--- src/rtl/seven_seg_scanner.sv ---
// Multiplexed common-anode seven-segment driver: frame-synchronous capture of a hex word,
// per-slot anode rotation, hex decode, leading-zero blanking, dp and PWM brightness.
module seven_seg_scanner #(
    parameter int NUM_DIGITS = 4,
    parameter int CLK_DIV    = 100000,
    parameter int BRIGHT_W   = 4,
    parameter bit ACTIVE_LOW = 1'b1
) (
    input  logic                    clk,
    input  logic                    rst_n,
    input  logic [4*NUM_DIGITS-1:0] data,
    input  logic [NUM_DIGITS-1:0]   dp_in,
    input  logic [NUM_DIGITS-1:0]   digit_en,
    input  logic                    blank_lz,
    input  logic [BRIGHT_W-1:0]     brightness,
    input  logic                    load,
    output logic [NUM_DIGITS-1:0]   anode,
    output logic [6:0]              segs,
    output logic                    dp_out,
    output logic                    frame_done
);
    localparam int PW = $clog2(CLK_DIV);
    localparam int IW = $clog2(NUM_DIGITS);
    localparam int OW = BRIGHT_W + PW + 2;

    localparam logic [NUM_DIGITS-1:0] AN_OFF  = ACTIVE_LOW ? {NUM_DIGITS{1'b1}} : {NUM_DIGITS{1'b0}};
    localparam logic [6:0]            SEG_OFF = ACTIVE_LOW ? 7'h7F : 7'h00;
    localparam logic                  DP_OFF  = ACTIVE_LOW;

    logic [PW-1:0]                presc;
    logic [IW-1:0]                idx;
    logic [NUM_DIGITS-1:0][3:0]   shadow;
    logic [NUM_DIGITS-1:0]        shadow_dp;
    logic                         pending;

    logic                         slot_end;
    logic                         frame_end;
    logic [NUM_DIGITS-1:0]        lz_mask;
    logic [OW-1:0]                on_time;
    logic                         lit;
    logic [3:0]                   nib;
    logic [6:0]                   seg_on;
    logic [NUM_DIGITS-1:0]        onehot;

    function automatic logic [6:0] hex_decode(input logic [3:0] v);
        case (v)
            4'h0: hex_decode = 7'h3F;
            4'h1: hex_decode = 7'h06;
            4'h2: hex_decode = 7'h5B;
            4'h3: hex_decode = 7'h4F;
            4'h4: hex_decode = 7'h66;
            4'h5: hex_decode = 7'h6D;
            4'h6: hex_decode = 7'h7D;
            4'h7: hex_decode = 7'h07;
            4'h8: hex_decode = 7'h7F;
            4'h9: hex_decode = 7'h6F;
            4'hA: hex_decode = 7'h77;
            4'hB: hex_decode = 7'h7C;
            4'hC: hex_decode = 7'h39;
            4'hD: hex_decode = 7'h5E;
            4'hE: hex_decode = 7'h79;
            default: hex_decode = 7'h71;
        endcase
    endfunction

    assign slot_end  = (presc == PW'(CLK_DIV - 1));
    assign frame_end = slot_end && (idx == IW'(NUM_DIGITS - 1));

    // Digit i is a leading zero when it and every more-significant nibble are zero.
    always_comb begin
        lz_mask = '0;
        for (int i = 1; i < NUM_DIGITS; i++) begin
            lz_mask[i] = blank_lz;
            for (int j = i; j < NUM_DIGITS; j++)
                if (shadow[j] != 4'h0) lz_mask[i] = 1'b0;
        end
    end

    // All-ones brightness gives on_time == CLK_DIV, i.e. lit for the whole slot.
    assign on_time = ((OW'(brightness) + OW'(1)) * OW'(CLK_DIV)) >> BRIGHT_W;

    assign nib    = shadow[idx];
    assign seg_on = hex_decode(nib);
    assign onehot = NUM_DIGITS'(1) << idx;
    assign lit    = digit_en[idx] && !lz_mask[idx] && (OW'(presc) < on_time);

    always_ff @(posedge clk) begin
        if (!rst_n) begin
            presc      <= '0;
            idx        <= '0;
            shadow     <= '0;
            shadow_dp  <= '0;
            pending    <= 1'b0;
            anode      <= AN_OFF;
            segs       <= SEG_OFF;
            dp_out     <= DP_OFF;
            frame_done <= 1'b0;
        end else begin
            presc <= slot_end ? '0 : presc + 1'b1;
            if (slot_end)
                idx <= (idx == IW'(NUM_DIGITS - 1)) ? '0 : idx + 1'b1;
            frame_done <= frame_end;

            // Shadow only moves at a frame wrap so a frame never mixes two snapshots.
            if (frame_end && (pending || load)) begin
                shadow    <= data;
                shadow_dp <= dp_in;
                pending   <= 1'b0;
            end else if (load) begin
                pending <= 1'b1;
            end

            anode  <= (lit ? onehot : '0) ^ AN_OFF;
            segs   <= (lit ? seg_on : 7'h00) ^ SEG_OFF;
            dp_out <= (lit && shadow_dp[idx]) ^ DP_OFF;
        end
    end
endmodule

--- config.mk ---
export PLATFORM = sky130hd
export DESIGN_NAME = seven_seg_scanner
export DESIGN_NICKNAME = d
export VERILOG_FILES = /design/src/rtl/seven_seg_scanner.sv
export SDC_FILE = /design/constraint.sdc
export NUM_CORES = 1
export LEC_CHECK = 0
export CELL_PAD_IN_SITES_DETAIL_PLACEMENT = 1
export CELL_PAD_IN_SITES_GLOBAL_PLACEMENT = 2
export CORE_MARGIN = 2
export CORE_UTILIZATION = 25
export DETAILED_ROUTE_END_ITERATION = 8
export HOLD_SLACK_MARGIN = 0.02
export PLACE_DENSITY = 0.67
export RECOVER_POWER = 100
export SETUP_SLACK_MARGIN = 0.3
export SLEW_MARGIN = 40
export SYNTH_ARGS = -nofsm -noshare
export SYNTH_HDL_FRONTEND = slang
export SYNTH_SLANG_ARGS = --single-unit
--- constraint.sdc ---
create_clock -name clk -period 10 [get_ports clk]
set_input_delay 1 -clock clk [delete_from_list [all_inputs] [get_ports clk]]
set_output_delay 1 -clock clk [all_outputs]
set_load 0.01 [all_outputs]
==> Yosys cells after proc, flatten, opt, wreduce, memory -nomap -nowiden <==
Memory sizes are Yosys's and may differ from the RTL's.
Cells that the tools add are included.
{ "word_totals": {"reg_bits": 53, "mem_bits_ro": 112, "input_bits": 32, "out_inout_bits": 13, "elab_cells": 55, "n_memories": 1} }
{ "memory_table": {"columns": ["memory", "words", "word_bits", "rd", "rd_clocked_by_memory_dff", "wr", "line_no", "source"], "rows": [
  ["(name not given)", 16, 7, 1, 0, 0, "46", "case (v)"]
]} }
{ "classes": {"add_sub_neg": 3, "multipliers": 1, "order_cmp": 2, "n_eq_ne": 2, "shift": 1, "mux": 17, "bitwise_logic": 4, "reduce_logical": 12} }
{ "op_table": {"columns": ["cell", "n"], "rows": [
  ["17-bit by 18-bit < comparator with 1-bit output", 1],
  ["17-bit by 1-bit adder with 17-bit output (second input constant)", 1],
  ["17-bit equality test (second input constant)", 1],
  ["5-bit by 12-bit multiplier with 17-bit output (second input constant)", 1],
  ["4-bit nonzero test", 3],
  ["1-bit 2-to-1 mux", 9],
  ["4-bit binary-select mux with 2-bit select", 1],
  ["4-bit 2-to-1 mux", 2],
  ["7-bit 2-to-1 mux", 1],
  ["7-bit NOT", 1],
  ["1-bit binary-select mux with 2-bit select", 3],
  ["4-bit by 1-bit adder with 5-bit output (second input constant)", 1],
  ["1-bit logical AND", 5],
  ["4-bit NOT", 1],
  ["2-bit OR reduction", 2],
  ["1-bit by 2-bit << shifter with 4-bit output (first input constant)", 1],
  ["2-bit by 3-bit < comparator with 1-bit output (second input constant)", 1],
  ["2-bit by 1-bit adder with 2-bit output (second input constant)", 1],
  ["2-bit equality test (second input constant)", 1],
  ["2-bit 2-to-1 mux", 1],
  ["1-bit NOT", 2],
  ["1-bit logical NOT", 1],
  ["1-bit logical OR", 1]
]} }

==> Depth between registers and ports, before layout <==
Gate-level depths: netlist of the first run.
{ "depth": {"depth_word": 11, "ltp_mapped": 22, "depth_no_buf": 21} }

==> Worst setup path before layout of the first run <==
Ideal clock, no wire load.
{ "synth_path": {"path_type": "input port to flip-flop", "start": "input brightness[0]", "end": "register segs[4]", "setup_time_ps": 141, "arrival_ps": 4911, "required_ps": 9859, "slack_ps": 4947, "path_stages": 21, "n_path_buf": 1, "cell_sequence": "ha_1 xor2_1 ha_1 xnor2_1 ha_1 ha_1 ha_1 a211o_1 a21oi_1 nor2_1 nor2_1 o21ai_0 xnor2_1 ha_1 o21ai_0 nor2_1 nor3_1 o221ai_1 a31oi_1 clkbuf_1 o211ai_1"} }
{ "synth_between": {"elab_chain_cells": 6} }
{ "synth_rtl": {"columns": ["element", "line_no", "source"], "rows": [
  ["start: declaration", "15", "input logic [BRIGHT_W-1:0] brightness,"],
  ["4-bit by 1-bit adder with 5-bit output", "80", "assign on_time = ((OW'(brightness) + OW'(1)) * OW'(CLK_DIV)) >> BRIGHT_W;"],
  ["5-bit by 12-bit multiplier with 17-bit output", "80", null],
  ["17-bit by 18-bit < comparator with 1-bit output", "85", "assign lit = digit_en[idx] && !lz_mask[idx] && (OW'(presc) < on_time);"],
  ["1-bit logical AND", "85", null],
  ["7-bit 2-to-1 mux", "114", "segs <= (lit ? seg_on : 7'h00) ^ SEG_OFF;"],
  ["7-bit NOT (no line)", null, null],
  ["end signal: assignment", "114", null],
  ["end: declaration", "18", "output logic [6:0] segs,"]
]} }
No other way between the ends.
A chain may end at the register's enable or synchronous reset.

==> Final worst setup path of the first run <==
{ "layout_path": {"start": "input brightness[0]", "end": "register segs[2]"} }
Same word-level chain as after synthesis.

==> results_dict.tcl, run 1 <==
set metrics [dict create \
    die_w_um 123 \
    fin_worst_skew_ps 7.53 \
    post_cts_buffers 0 \
    nets 528 \
    port_buffers 44 \
    ant_nets 0 \
    drtPass1Iterations 6 \
    cts_buffers 5 \
    p_int_mw 0.376 \
    final_core_util 0.311 \
    pin_count 45 \
    critPathArrivalTime_ps 6400 \
    grt_pass1_wl_um 14800 \
    htreeDepth 2 \
    clkTransAtPathRegs_ps 70 \
    setup_tns_ps 0 \
    synthArstFlopShare 0 \
    cts_resized 0 \
    grt_pass1_vias 2980 \
    period_share 0.628 \
    antenna_found_initial 0 \
    cpLargestDelayFamily "compound AO/OA/AOI/OAI gates" \
    finalSetupViolCount 0 \
    rows 43 \
    synth_cell_types 50 \
    n_antenna_cell 0 \
    power_density_nw_per_um2 121 \
    cts_tree "done" \
    swShare 0.287 \
    pwr-share-clk 0.345 \
    drv_slew 0 \
    avgViaCountPerCell 4.64 \
    pwr-share-comb 0.245 \
    synthFlopType "dfxtp_1" \
    crit_required_ps 10120 \
    synth_warnings 0 \
    wirelength_um 8970 \
    final_hold_viol_count 0 \
    root_buffer "clkbuf_16" \
    grt_usage 0.124 \
    worstPathCellList "dlygate4sd3_1, ha_1, xor2_1, ha_1, xnor2_1, ha_1, a21o_1, ha_1, ha_1, or3_1, o22ai_1, o21a_1, o21ai_0, nand2_1, xor2_1, ha_1, a21o_1, a21oi_1, o221ai_1, a31oi_1, o221ai_1" \
    crit_type "in2reg" \
    syn-instance-count 399 \
    avgSynthCellArea_um2 8.95 \
    multi_input_area_um2 2360 \
    die_y_um 123 \
    start_util 0.256 \
    p_leak_nw 1.68 \
    synth_nets 489 \
    drcViolationCount 0 \
    cp_common_cell "ha_1" \
    clockBufferDepth 2 \
    synth-seq-area-share 0.297 \
    n_fill_cell 1628 \
    post_drt_wl_per_cell_um 14.5 \
    core-area_um2 13900 \
    area_growth_pct 21.6 \
    clock_sinks 53 \
    crit_path_top_delay_cell "a31oi_1" \
    regArea_um2 1060 \
    ir_drop_uv 65.0 \
    outcome "completed" \
    syn_area_um2 3570 \
    vias 2871 \
    crit_buf_inv 1 \
    clock_latency_ps 290 \
    cts_hold_buffers 0 \
    power_frac_seq 0.410 \
    fmax_mhz 159 \
    dieArea_um2 15300 \
    worstSetupStartpointType "input port" \
    drive_gt1_frac 0.0547 \
    power.switching_mw 0.151 \
    maxSlewHeadroom 0.274 \
    endpoint_kind "flop" \
    cpPeakStageDelay_ps 770 \
    rsz0062_at_grt "false" \
    path_max_fanout 12 \
    ys_seq_elements 53 \
    drt_iter0_markers 111 \
    dp_hpwl_um 7180 \
    layout_min_cycle_time_ps 6280 \
    grt_max_degree 30 \
    max_cap_violations 0 \
    gp_congestion 0.786 \
    p_total_mw 0.527 \
    tightest_slew_ps 1090 \
    min_path_type "reg2reg" \
    synth_edf_count 0 \
    grt-ovfl-total 0 \
]
## per-layer routing
layer / track usage / share of wire / vias up
li1: - / - / 1474
met1: 0.162 / 0.48 / 1365
met2: 0.215 / 0.49 / 26
met3: 0.0198 / 0.021 / 6
met4: 0.0291 / 0.0095 / 0
met5: 0 / 0 / -
## layout make-up
cell class | instances | share of cell area
flip-flops and latches | 53 | 0.245
repair buffers | 46 | 0.105
well taps | 180 | 0.0519
multi-input cells | 310 | 0.544
inverters | 22 | 0.0190
clock buffers | 6 | 0.0320
clock inverters | 2 | 0.00404
## path summary, 6_finish.rpt
path,cells past startpoint,slack [ps],to,from
worst max-delay path,21,3720,segs[2],brightness[0]
worst min-delay path,1,470,presc[0],presc[0]
worst max register to register,6,6980,shadow[6],presc[6]
worst min register to register,1,470,presc[0],presc[0]
## kinds of logic (layout without fill, tap and decap cells)
kind of cell             Yosys count  after routing  share of synthesized area
adder cells (fa/ha/maj)           58             58                      0.205
AO/OA/AOI/OAI                     71             71                      0.137
flip-flops                        53             53                      0.297
buffers and inverters             36             76                     0.0431
AND/OR/NAND/NOR                  139            139                      0.184
XOR/XNOR                          30             30                     0.0736
multiplexers                      12             12                     0.0592
## cells in the mapped netlist, drive strengths merged (6+ instances only)
library cell  count  area share
nand3            10       0.014
nor2             26       0.027
o21ai             6      0.0084
xnor2            15       0.037
inv              22       0.023
a21oi            14       0.020
xor2             15       0.037
ha               57        0.20
a21boi           21       0.044
nand2            67       0.072
o211ai            6       0.013
nand4             6       0.011
dfxtp            53        0.30
buf               6       0.012
clkbuf            8      0.0084
mux4              7       0.044
## state kept, by name (all words and copies together), names as in the netlist
signal	count
anode	4
dp_out	1
frame_done	1
idx	2
pending	1
presc	17
segs	7
shadow	16
shadow_dp	4
## layout by cell type (no fill, tap or decap), drive strengths merged, types with 4 or more instances in the layout
master,count
a21oi,14
dfxtp,53
dlygate4sd3,15
a21boi,21
a21o,4
o21ai,6
o211ai,6
nand4,6
nor2,26
nand2,67
nor4,4
ha,57
o21a,5
inv,23
xnor2,15
clkbuf,7
nand3,10
mux4,7
xor2,15
clkdlybuf4s50,29
and3,4
## per-stage QoR
stage          area (um2)  hold WS, ps  setup slack (ps)  std cells
2_1_floorplan        3570          428              4950        399
3_3_place_gp         4170          437              3500        610
3_5_place_dp         4180          448              3680        610
4_1_cts              4340          457              4020        618
5_1_grt              4340          486              3170        619
6_report             4340          474              3720        619
## power by group through the flow
stage          Clock [mW]  Sequential, mW  Combinational, mW
2_1_floorplan           0           0.221             0.0878
3_3_place_gp            0           0.221              0.129
3_5_place_dp            0           0.221              0.132
4_1_cts             0.189           0.216              0.133
5_1_grt             0.199           0.216              0.146
6_report            0.182           0.216              0.129
No activity file was read; power rests on OpenSTA's default activity.
==> run 2: changes to the inputs <==
Clock period 10 ns to 6.22 ns, I/O delays scaled along.
==> run 2 against run 1 <==
- die area did not move
- via count up 1.5%
- count of clock-buffer cells in the layout did not move
- first-iteration DRC count shrank 13%
- clock skew barely moved
- highest routed layer unchanged
- largest power group unchanged
- worst hold slack worse by 24 ps
==> results_dict.tcl, run 2 (synthesis results as in run 1) <==
set metrics [dict create \
    r2r-end "shadow[12]" \
    final_hold_viol_count 0 \
    drv_slew 0 \
    grt-ovfl-total 0 \
    clkTransAtPathRegs_ps 70 \
    fmax_mhz 185 \
    core-area_um2 13900 \
    p_leak_nw 1.67 \
    hold_path_depth 2 \
    place_area_um2 4190 \
    endpoint_kind "flop" \
    cts_buffers 5 \
    mostFrequentLayoutCells "nand2_1, ha_1, dfxtp_1, clkdlybuf4s50_1, nor2_1" \
    dp_cells 612 \
    grt_max_degree 30 \
    clockBufferDepth 2 \
    worstPathCellList "dlygate4sd3_1, ha_1, xor2_1, ha_1, xnor2_1, ha_1, a21o_1, ha_1, ha_1, or3_1, o22ai_1, o21a_1, o21ai_0, nand2_1, xor2_1, ha_1, a21o_1, a21oi_1, o221ai_1, a31oi_1, buf_4, o221ai_1" \
    wirelength_um 9040 \
    grt_usage 0.128 \
    regMostFlops "presc" \
    layout.cells.most_common "nand2_1" \
    pin_count 45 \
    die_y_um 123 \
    dp_hpwl_um 7230 \
    ir_drop_uv 84.4 \
    port_buffers 44 \
    post_cts_buffers 0 \
    path_max_fanout 12 \
    r2r-start "presc[6]" \
    antenna_found_initial 0 \
    final_cells 620 \
    crit_path_top_delay_cell "dlygate4sd3_1" \
    ant_nets 0 \
    cts_tree "done" \
    htreeDepth 2 \
    tightest_slew_ps 1140 \
    fin_worst_skew_ps 7.84 \
    start_util 0.256 \
    rows 43 \
    rr_worst_depth 6 \
    cpPeakStageDelay_ps 720 \
    period_share 0.868 \
    largest_register_ffs 17 \
    nets 529 \
    avgViaCountPerCell 4.70 \
    rrSetupSlack_ps 3180 \
    critPathArrivalTime_ps 5560 \
    finalSetupViolCount 0 \
    top_regs "presc: 17 flops, shadow: 16 flops, segs: 7 flops" \
    drtPass1Iterations 4 \
    min-delay-start "shadow[2]" \
    grt_pass1_vias 3086 \
    final_core_util 0.310 \
    gp_congestion 0.769 \
    drive_gt1_frac 0.0545 \
    rsz0062_at_grt "false" \
    final_area_um2 4320 \
    power_density_nw_per_um2 193 \
    outcome "completed" \
    clock_latency_ps 290 \
    n_antenna_cell 0 \
    cts_resized 0 \
    vias 2913 \
    cts_hold_buffers 0 \
    maxSlewHeadroom 0.243 \
    clock_sinks 53 \
    worstSetupStartpointType "input port" \
    max_cap_violations 0 \
    dieArea_um2 15300 \
    post_drt_wl_per_cell_um 14.6 \
    root_buffer "clkbuf_16" \
    area_growth_pct 21.1 \
    grt_pass1_wl_um 15400 \
    die_w_um 123 \
    crit_required_ps 6390 \
    drt_iter0_markers 97 \
    cp_common_cell "ha_1" \
    min_path_type "reg2reg" \
    holdPathEnd "shadow[2]" \
    drcViolationCount 0 \
    crit_type "in2reg" \
    setup_tns_ps 0 \
    layout_min_cycle_time_ps 5400 \
]
[run 2: per-layer routing]
layer | up-vias | global-route usage | wire [um]
met1 | 1389 | 0.173 | 4420
met5 | - | 0 | 0
met4 | 0 | 0.0249 | 61
met3 | 5 | 0.0194 | 245
li1 | 1483 | - | -
met2 | 36 | 0.218 | 4310
[run 2: final cells by class]
type,instances,area [um2]
flip-flops and latches,53,1060
clock buffers,6,129
clock inverters,2,15.0
fillers,1641,9610
inverters,22,82.6
repair buffers,47,459
multi-input cells,310,2350
well taps,180,225
[run 2: critical path: cells and delay by family]
kind | cells | cell delay [ps]
adders and majority gates | 6 | 1500
buffers and inverters | 2 | 930
AOI/OAI and AO/OA | 9 | 1410
and+or+nand+nor | 2 | 440
xor gates and xnor gates | 3 | 660
[run 2: how the worst max path moves through the flow]
stage                  start  endpoint  slack, ps  cells past startpoint
6_report       brightness[0]   segs[2]        820                     22
4_1_cts        brightness[0]   segs[2]        850                     22
3_3_place_gp   brightness[0]  anode[3]        700                     22
2_1_floorplan  brightness[0]   segs[4]       1550                     21
5_1_grt        brightness[0]   segs[2]        390                     21
3_5_place_dp   brightness[0]   segs[2]        540                     22
[run 2: report_power, final]
part | total [mW] | internal (mW) | leakage [nW] | switching (mW)
clock network | 0.275 | 0.150 | 0.0631 | 0.126
logic | 0.210 | 0.0986 | 1.17 | 0.111
registers | 0.347 | 0.344 | 0.430 | 0.00348
total | 0.833 | 0.592 | 1.67 | 0.241
[run 2: through the flow]
step / setup slack [ps] / hold slack, ps / power, mW
after floorplan: 1550 / 428 / 0.496
after global routing: 386 / 477 / 0.890
after detailed placement: 542 / 444 / 0.569
after CTS: 848 / 453 / 0.852
after global placement: 699 / 437 / 0.566
final: 823 / 450 / 0.833
==> run 3: changes to the inputs <==
Settings changed: ABC_AREA set to 1, PLACE_DENSITY 0.67 to 0.7.
==> run 3 against run 2 <==
- fmax is 0.31% higher
- setup slack better by 16 ps
- core utilization is 0.092 points higher
- highest routed layer unchanged
- register-to-register slack worse by 180 ps
- sequential share of layout area is 1.2 points lower
==> results_dict.tcl, run 3 <==
set metrics [dict create \
    maxSlewHeadroom 0.0181 \
    layout.cells.most_common "nand2_1" \
    synth_adder_area_share 0.195 \
    synth_warnings 0 \
    path_max_fanout 12 \
    syn-instance-count 498 \
    top_regs "presc: 17 flops, shadow: 16 flops, segs: 7 flops" \
    drtPass1Iterations 6 \
    synthMuxAreaShare 0.00267 \
    htreeDepth 2 \
    clockBufferDepth 2 \
    synth-seq-area-share 0.283 \
    crit_required_ps 6370 \
    max_cap_violations 0 \
    largest_register_ffs 17 \
    clkTransAtPathRegs_ps 70 \
    rr_worst_depth 10 \
    crit_path_top_delay_cell "dlygate4sd3_1" \
    avgViaCountPerCell 4.60 \
    antenna_found_initial 0 \
    layout_min_cycle_time_ps 5380 \
    finalSetupViolCount 0 \
    period_share 0.865 \
    root_buffer "clkbuf_16" \
    synth_xor_area_frac 0.0514 \
    drive_gt1_frac 0.0631 \
    grt-ovfl-total 0 \
    synth_cell_types 43 \
    yosys.area_share.simple 0.223 \
    r2r-start "presc[0]" \
    clock_sinks 53 \
    synth_top_cell_area_share 0.283 \
    drcViolationCount 0 \
    synthFlopType "dfxtp_1" \
    crit_type "in2reg" \
    dieArea_um2 16000 \
    wirelength_um 9930 \
    fmax_mhz 186 \
    nets 628 \
    cts_tree "done" \
    cpLargestDelayFamily "adder cells" \
    min-delay-start "presc[0]" \
    port_buffers 44 \
    r2r-end "shadow[12]" \
    avgSynthCellArea_um2 7.53 \
    synth_area_leaders "dfxtp_1, ha_1, nand2_1, inv_1, a21oi_1" \
    regArea_um2 1060 \
    dp_hpwl_um 7950 \
    n_antenna_cell 0 \
    fin_worst_skew_ps 10.2 \
    cp-startpoint "brightness[0]" \
    critPathArrivalTime_ps 5530 \
    vias 3326 \
    area_growth_pct 21.0 \
    core-area_um2 14600 \
    final_hold_viol_count 0 \
    p_leak_nw 2.01 \
    grt_usage 0.128 \
    min_path_type "reg2reg" \
    rows 44 \
    crit_path_end "segs[5]" \
    synth_top_family_by_area "simple AND/OR/NAND/NOR gates" \
    ant_nets 0 \
    rrSetupSlack_ps 3000 \
    synth_area_leader_cell "dfxtp_1" \
    grt_max_degree 41 \
    cts_buffers 5 \
    synth_compound_area_frac 0.152 \
    ys_seq_elements 53 \
    tightest_slew_ps 1470 \
    crit_cells 26 \
    synthTopCellsByCount "nand2_1, inv_1, ha_1" \
    die_y_um 127 \
    setup_tns_ps 0 \
    syn_area_um2 3750 \
    outcome "completed" \
    drv_slew 0 \
    cts_hold_buffers 0 \
    synth_nets 588 \
    endpoint_kind "flop" \
    synthArstFlopShare 0 \
    regMostFlops "presc" \
    final_core_util 0.311 \
    gp_congestion 0.766 \
    cp_common_cell "nand2_1" \
    ir_drop_uv 103 \
    crit_buf_inv 2 \
    worstSetupStartpointType "input port" \
    post_drt_wl_per_cell_um 13.7 \
    rsz0062_at_grt "false" \
    pin_count 45 \
    clock_latency_ps 290 \
    power_density_nw_per_um2 196 \
    start_util 0.257 \
    grt_pass1_vias 3483 \
    mostFrequentLayoutCells "nand2_1, inv_1, ha_1, dfxtp_1, a21oi_1" \
    synth_edf_count 0 \
    n_fill_cell 1782 \
    post_cts_buffers 0 \
    grt_pass1_wl_um 16900 \
    cpPeakStageDelay_ps 780 \
    multi_input_area_um2 2350 \
    synth.most_common_cell "nand2_1" \
    die_w_um 127 \
    drt_iter0_markers 95 \
]
## run 3: changes by cell type after synthesis, sizes merged, moves of 10 or more
cell,before,now
a21boi,21,0
a21oi,14,41
inv,22,75
nand2,67,77
nand3,10,32
nor2,26,40
o21ai,6,36
## run 3: layout make-up
cell class              instances  share of cell area
repair buffers                 46              0.0986
clock buffers                   6              0.0284
multi-input cells             357               0.518
inverters                      75              0.0620
well taps                     184              0.0507
clock inverters                 2             0.00854
flip-flops and latches         53               0.234
## run 3: layer usage
layer	GRT usage	part of all wire	wire (um)	vias to the layer above
li1	-	-	-	1728
met1	0.163	0.48	4770	1549
met2	0.231	0.49	4850	41
met3	0.0139	0.018	179	8
met4	0.0278	0.013	129	0
met5	0	0	0	-
## run 3: what timing repair did
action | 4_1_cts | 5_1_grt
setup endpoints to repair | 0 | 12
resized for setup | 0 | 1
endpoints found under the hold margin | 0 | 0
## run 3: worst min path at each step
stage / to / slack [ps] / cells after the start
2_1_floorplan: presc[0] / 420 / 1
3_3_place_gp: presc[0] / 430 / 1
5_1_grt: presc[0] / 500 / 1
4_1_cts: presc[0] / 470 / 1
3_5_place_dp: presc[0] / 450 / 1
6_report: presc[0] / 470 / 1
## run 3: stage by stage
step	total power [mW]	instance area (um2)	cells	setup slack, ps	hold WS (ps)
after floorplan	0.510	3750	498	1840	418
after global placement	0.580	4370	715	677	431
after detailed placement	0.585	4380	715	444	453
after CTS	0.910	4550	723	738	471
after global routing	0.950	4540	723	288	504
final	0.892	4540	723	839	469
## run 3: report_power, final
part / leakage, nW / switching [mW] / internal (mW)
Clock: 0.0810 / 0.128 / 0.191
Sequential: 0.430 / 0.00237 / 0.344
Combinational: 1.50 / 0.129 / 0.0982
Total: 2.01 / 0.259 / 0.633
## run 3: cell families after synthesis
group                    after synthesis
flip-flops                            53
buffers and inverters                 88
AO/OA/AOI/OAI                        100
multiplexers                           1
adder cells (fa/ha/maj)               58
AND/OR/NAND/NOR                      176
XOR/XNOR                              22
==> RTL change: new RTL, settings of run 2 <==
The parameter `ACTIVE_LOW` goes from 1'b1 to 1'b0.
--- a/src/rtl/seven_seg_scanner.sv
+++ b/src/rtl/seven_seg_scanner.sv
@@ -4,7 +4,7 @@
     parameter int NUM_DIGITS = 4,
     parameter int CLK_DIV    = 100000,
     parameter int BRIGHT_W   = 4,
-    parameter bit ACTIVE_LOW = 1'b1
+    parameter bit ACTIVE_LOW = 1'b0
 ) (
     input  logic                    clk,
     input  logic                    rst_n,
Check against the original RTL: not equivalent (a bounded check fails within 4 cycles, from zero or initial values and one cycle with rst_n low).
==> RTL change against run 2 <==
  * Total power increased by 8.2%
  * Worst setup slack got worse by 120 ps
  * Fmax shrank 2.2%
  * First-iteration DRC count increased by 30%
  * Final area is 1.7% higher
  * Combinational power grew 5%
  * Routed wire length grew 1.8%
  * Sequential cell count unchanged
  * Area after synthesis grew 0.25%
  * Largest cell class unchanged
==> RTL change: results (changes against run 2) <==
Ranking of synthesized cells by area -> sky130_fd_sc_hd__dfxtp_1 30%, sky130_fd_sc_hd__ha_1 20%, sky130_fd_sc_hd__nand2_1 6.0% (was sky130_fd_sc_hd__dfxtp_1 30%, sky130_fd_sc_hd__ha_1 20%, sky130_fd_sc_hd__nand2_1 6.8%)
Share of synthesized area occupied by flip-flops and latches -> 29.7% (about the same)
Clock latency at the later pin of the worst-skew pair -> 300 ps
Worst clock skew on the final layout -> 11.7 ps (was 7.84 ps)
Static Leak -> 1.78 nW (was 1.67 nW)
Pre-Repair DR Iteration Count -> 4 (unchanged)
Number of nets in the layout -> 533 (was 529)
Share of cells above drive strength 1 -> 6.74% (was 5.45%)
Cell chosen for the clock root -> sky130_fd_sc_hd__clkbuf_16 (unchanged)
Clock-pin slew reported for the worst setup and hold paths after clock tree synthesis -> 80 ps
Critical Path Max Stage Delay -> 470 ps (was 720 ps)
Regs by FF count -> presc: 17 flops, shadow: 16 flops, segs: 7 flops (unchanged)
Diodes inserted -> 0 (unchanged)
Dominant register cell in the synthesized netlist -> sky130_fd_sc_hd__dfxtp_1 (unchanged)
Largest net degree at the start of global routing -> 28 (was 30)
Antenna violations before repair -> 0 (unchanged)
Slowest CP cell -> sky130_fd_sc_hd__clkdlybuf4s50_1 (was sky130_fd_sc_hd__dlygate4sd3_1)
Total Routing Usage GR -> 13.0% (was 12.8%)
Routed via count -> 2971 (was 2913)
HPWL after detailed placement -> 7210 um (was 7230 um)
Arrival time of data at the critical path endpoint -> 5690 ps (was 5560 ps)
Number of global-route vias before repair -> 3125 (was 3086)
Max-capacitance violation count -> 0 (unchanged)
Share of total power consumed by net switching -> 28.9% (about the same)
H-tree depth -> 2 (unchanged)
Most numerous cell types in the synthesized netlist -> 57 x sky130_fd_sc_hd__nand2_1, 56 x sky130_fd_sc_hd__ha_1, 53 x sky130_fd_sc_hd__dfxtp_1 (was 65 x sky130_fd_sc_hd__nand2_1, 57 x sky130_fd_sc_hd__ha_1, 53 x sky130_fd_sc_hd__dfxtp_1)
Run status -> finished clean (unchanged)
Global-route wire length before repair -> 15300 um (was 15400 um)
Pre-CTS WS -> 50.3 ps (was 542 ps)
Ys async rst share -> 0% (unchanged)
Family of cells with the greatest summed delay on the critical path -> adder cells (unchanged)
Post-synth net total -> 487 (was 489)
Clock buffers created by TritonCTS -> 5 (unchanged)
Gpl congestion -> 0.735 (was 0.769)
Count of cell types in the netlist -> 55 (was 50)
Slew HR -> 27.8% (was 24.3%)
Largest fanout on the critical path -> 5 (was 12)
Type of the most critical hold path -> reg2reg (unchanged)
Maximum vdd drop -> 0.109 mV (was 0.0844 mV)
Port Buffer Count -> 44 (unchanged)
Number of buffers on the longest clock path -> 2 (unchanged)
Detailed router's first-iteration violation count -> 126 (was 97)
WL final -> 9200 um (was 9040 um)
Synthesis Warnings -> 0 (unchanged)
-- RTL change: worst paths after layout --
path | start | endpoint | slack [ps] | cells past startpoint
setup / recovery | brightness[1] | segs[0]$_SDFF_PN0_ | 700 | 23
hold / removal | shadow_dp[1]$_SDFFE_PN0P_ | shadow_dp[1]$_SDFFE_PN0P_ | 470 | 2
setup reg to reg | presc[1]$_SDFF_PP0_ | shadow[5]$_SDFFE_PN0P_ | 3060 | 8
hold reg to reg | shadow_dp[1]$_SDFFE_PN0P_ | shadow_dp[1]$_SDFFE_PN0P_ | 470 | 2
-- RTL change: timing repair --
item | in CTS | in global routing
pin swaps | 0 | 0
buffers inserted | 0 | 3
resized for setup | 2 | 5
endpoints found under the setup margin | 1 | 12
hold endpoints to repair | 0 | 0
-- RTL change: power by group through the flow --
stage,clock network [W],logic (W),registers (W)
6_report,0.000333,0.000221,0.000346
5_1_grt,0.000360,0.000257,0.000347
4_1_cts,0.000344,0.000223,0.000347
3_5_place_dp,0,0.000219,0.000355
3_3_place_gp,0,0.000214,0.000355
2_1_floorplan,0,0.000146,0.000355
-- RTL change: per-layer routing --
layer	wire length, um	part of all wire, %	vias to the layer above	global-route usage [%]
met3	164	1.8	8	1.92
met5	0	0	-	0
li1	-	-	1491	-
met4	130	1.4	0	3.98
met2	4550	49	25	22.3
met1	4350	47	1447	16.8
-- RTL change: cell families (layout without fill, tap and decap cells) --
logic type / after synthesis / in the layout / share of synthesized area, %
AND/OR/NAND/NOR: 142 / 142 / 19.2
AO/OA/AOI/OAI: 75 / 75 / 14.4
adder cells (fa/ha/maj): 57 / 57 / 20.1
flip-flops: 53 / 53 / 29.7
buffers and inverters: 31 / 78 / 3.88
XOR/XNOR: 28 / 28 / 6.85
multiplexers: 12 / 12 / 5.87
-- RTL change: layout make-up --
type	count	area, um^2
Sequential cell	53	1060
Inverter	20	75.1
Timing Repair Buffer	50	484
Clock inverter	3	50.0
Clock buffer	5	125
Multi-Input combinational cell	314	2380
Tap cell	180	225
Fill cell	1616	9540
-- RTL change: per-stage QoR --
stage | util [%] | area, um^2 | hold slack (ps) | power, W | instances
after floorplan | - | 3580 | 430 | 0.000501 | 398
after global placement | 30.2 | 4200 | 443 | 0.000568 | 614
after detailed placement | 30.2 | 4200 | 452 | 0.000574 | 614
after CTS | 31.5 | 4390 | 464 | 0.000913 | 622
after global routing | 31.6 | 4400 | 500 | 0.000964 | 625
final | 31.6 | 4400 | 473 | 0.000901 | 625
-- RTL change: tightest hold or removal path: stages (launching register included) --
cell and delay (ps):
sky130_fd_sc_hd__dfxtp_1 320, sky130_fd_sc_hd__nand2_1 50, sky130_fd_sc_hd__a21boi_0 60
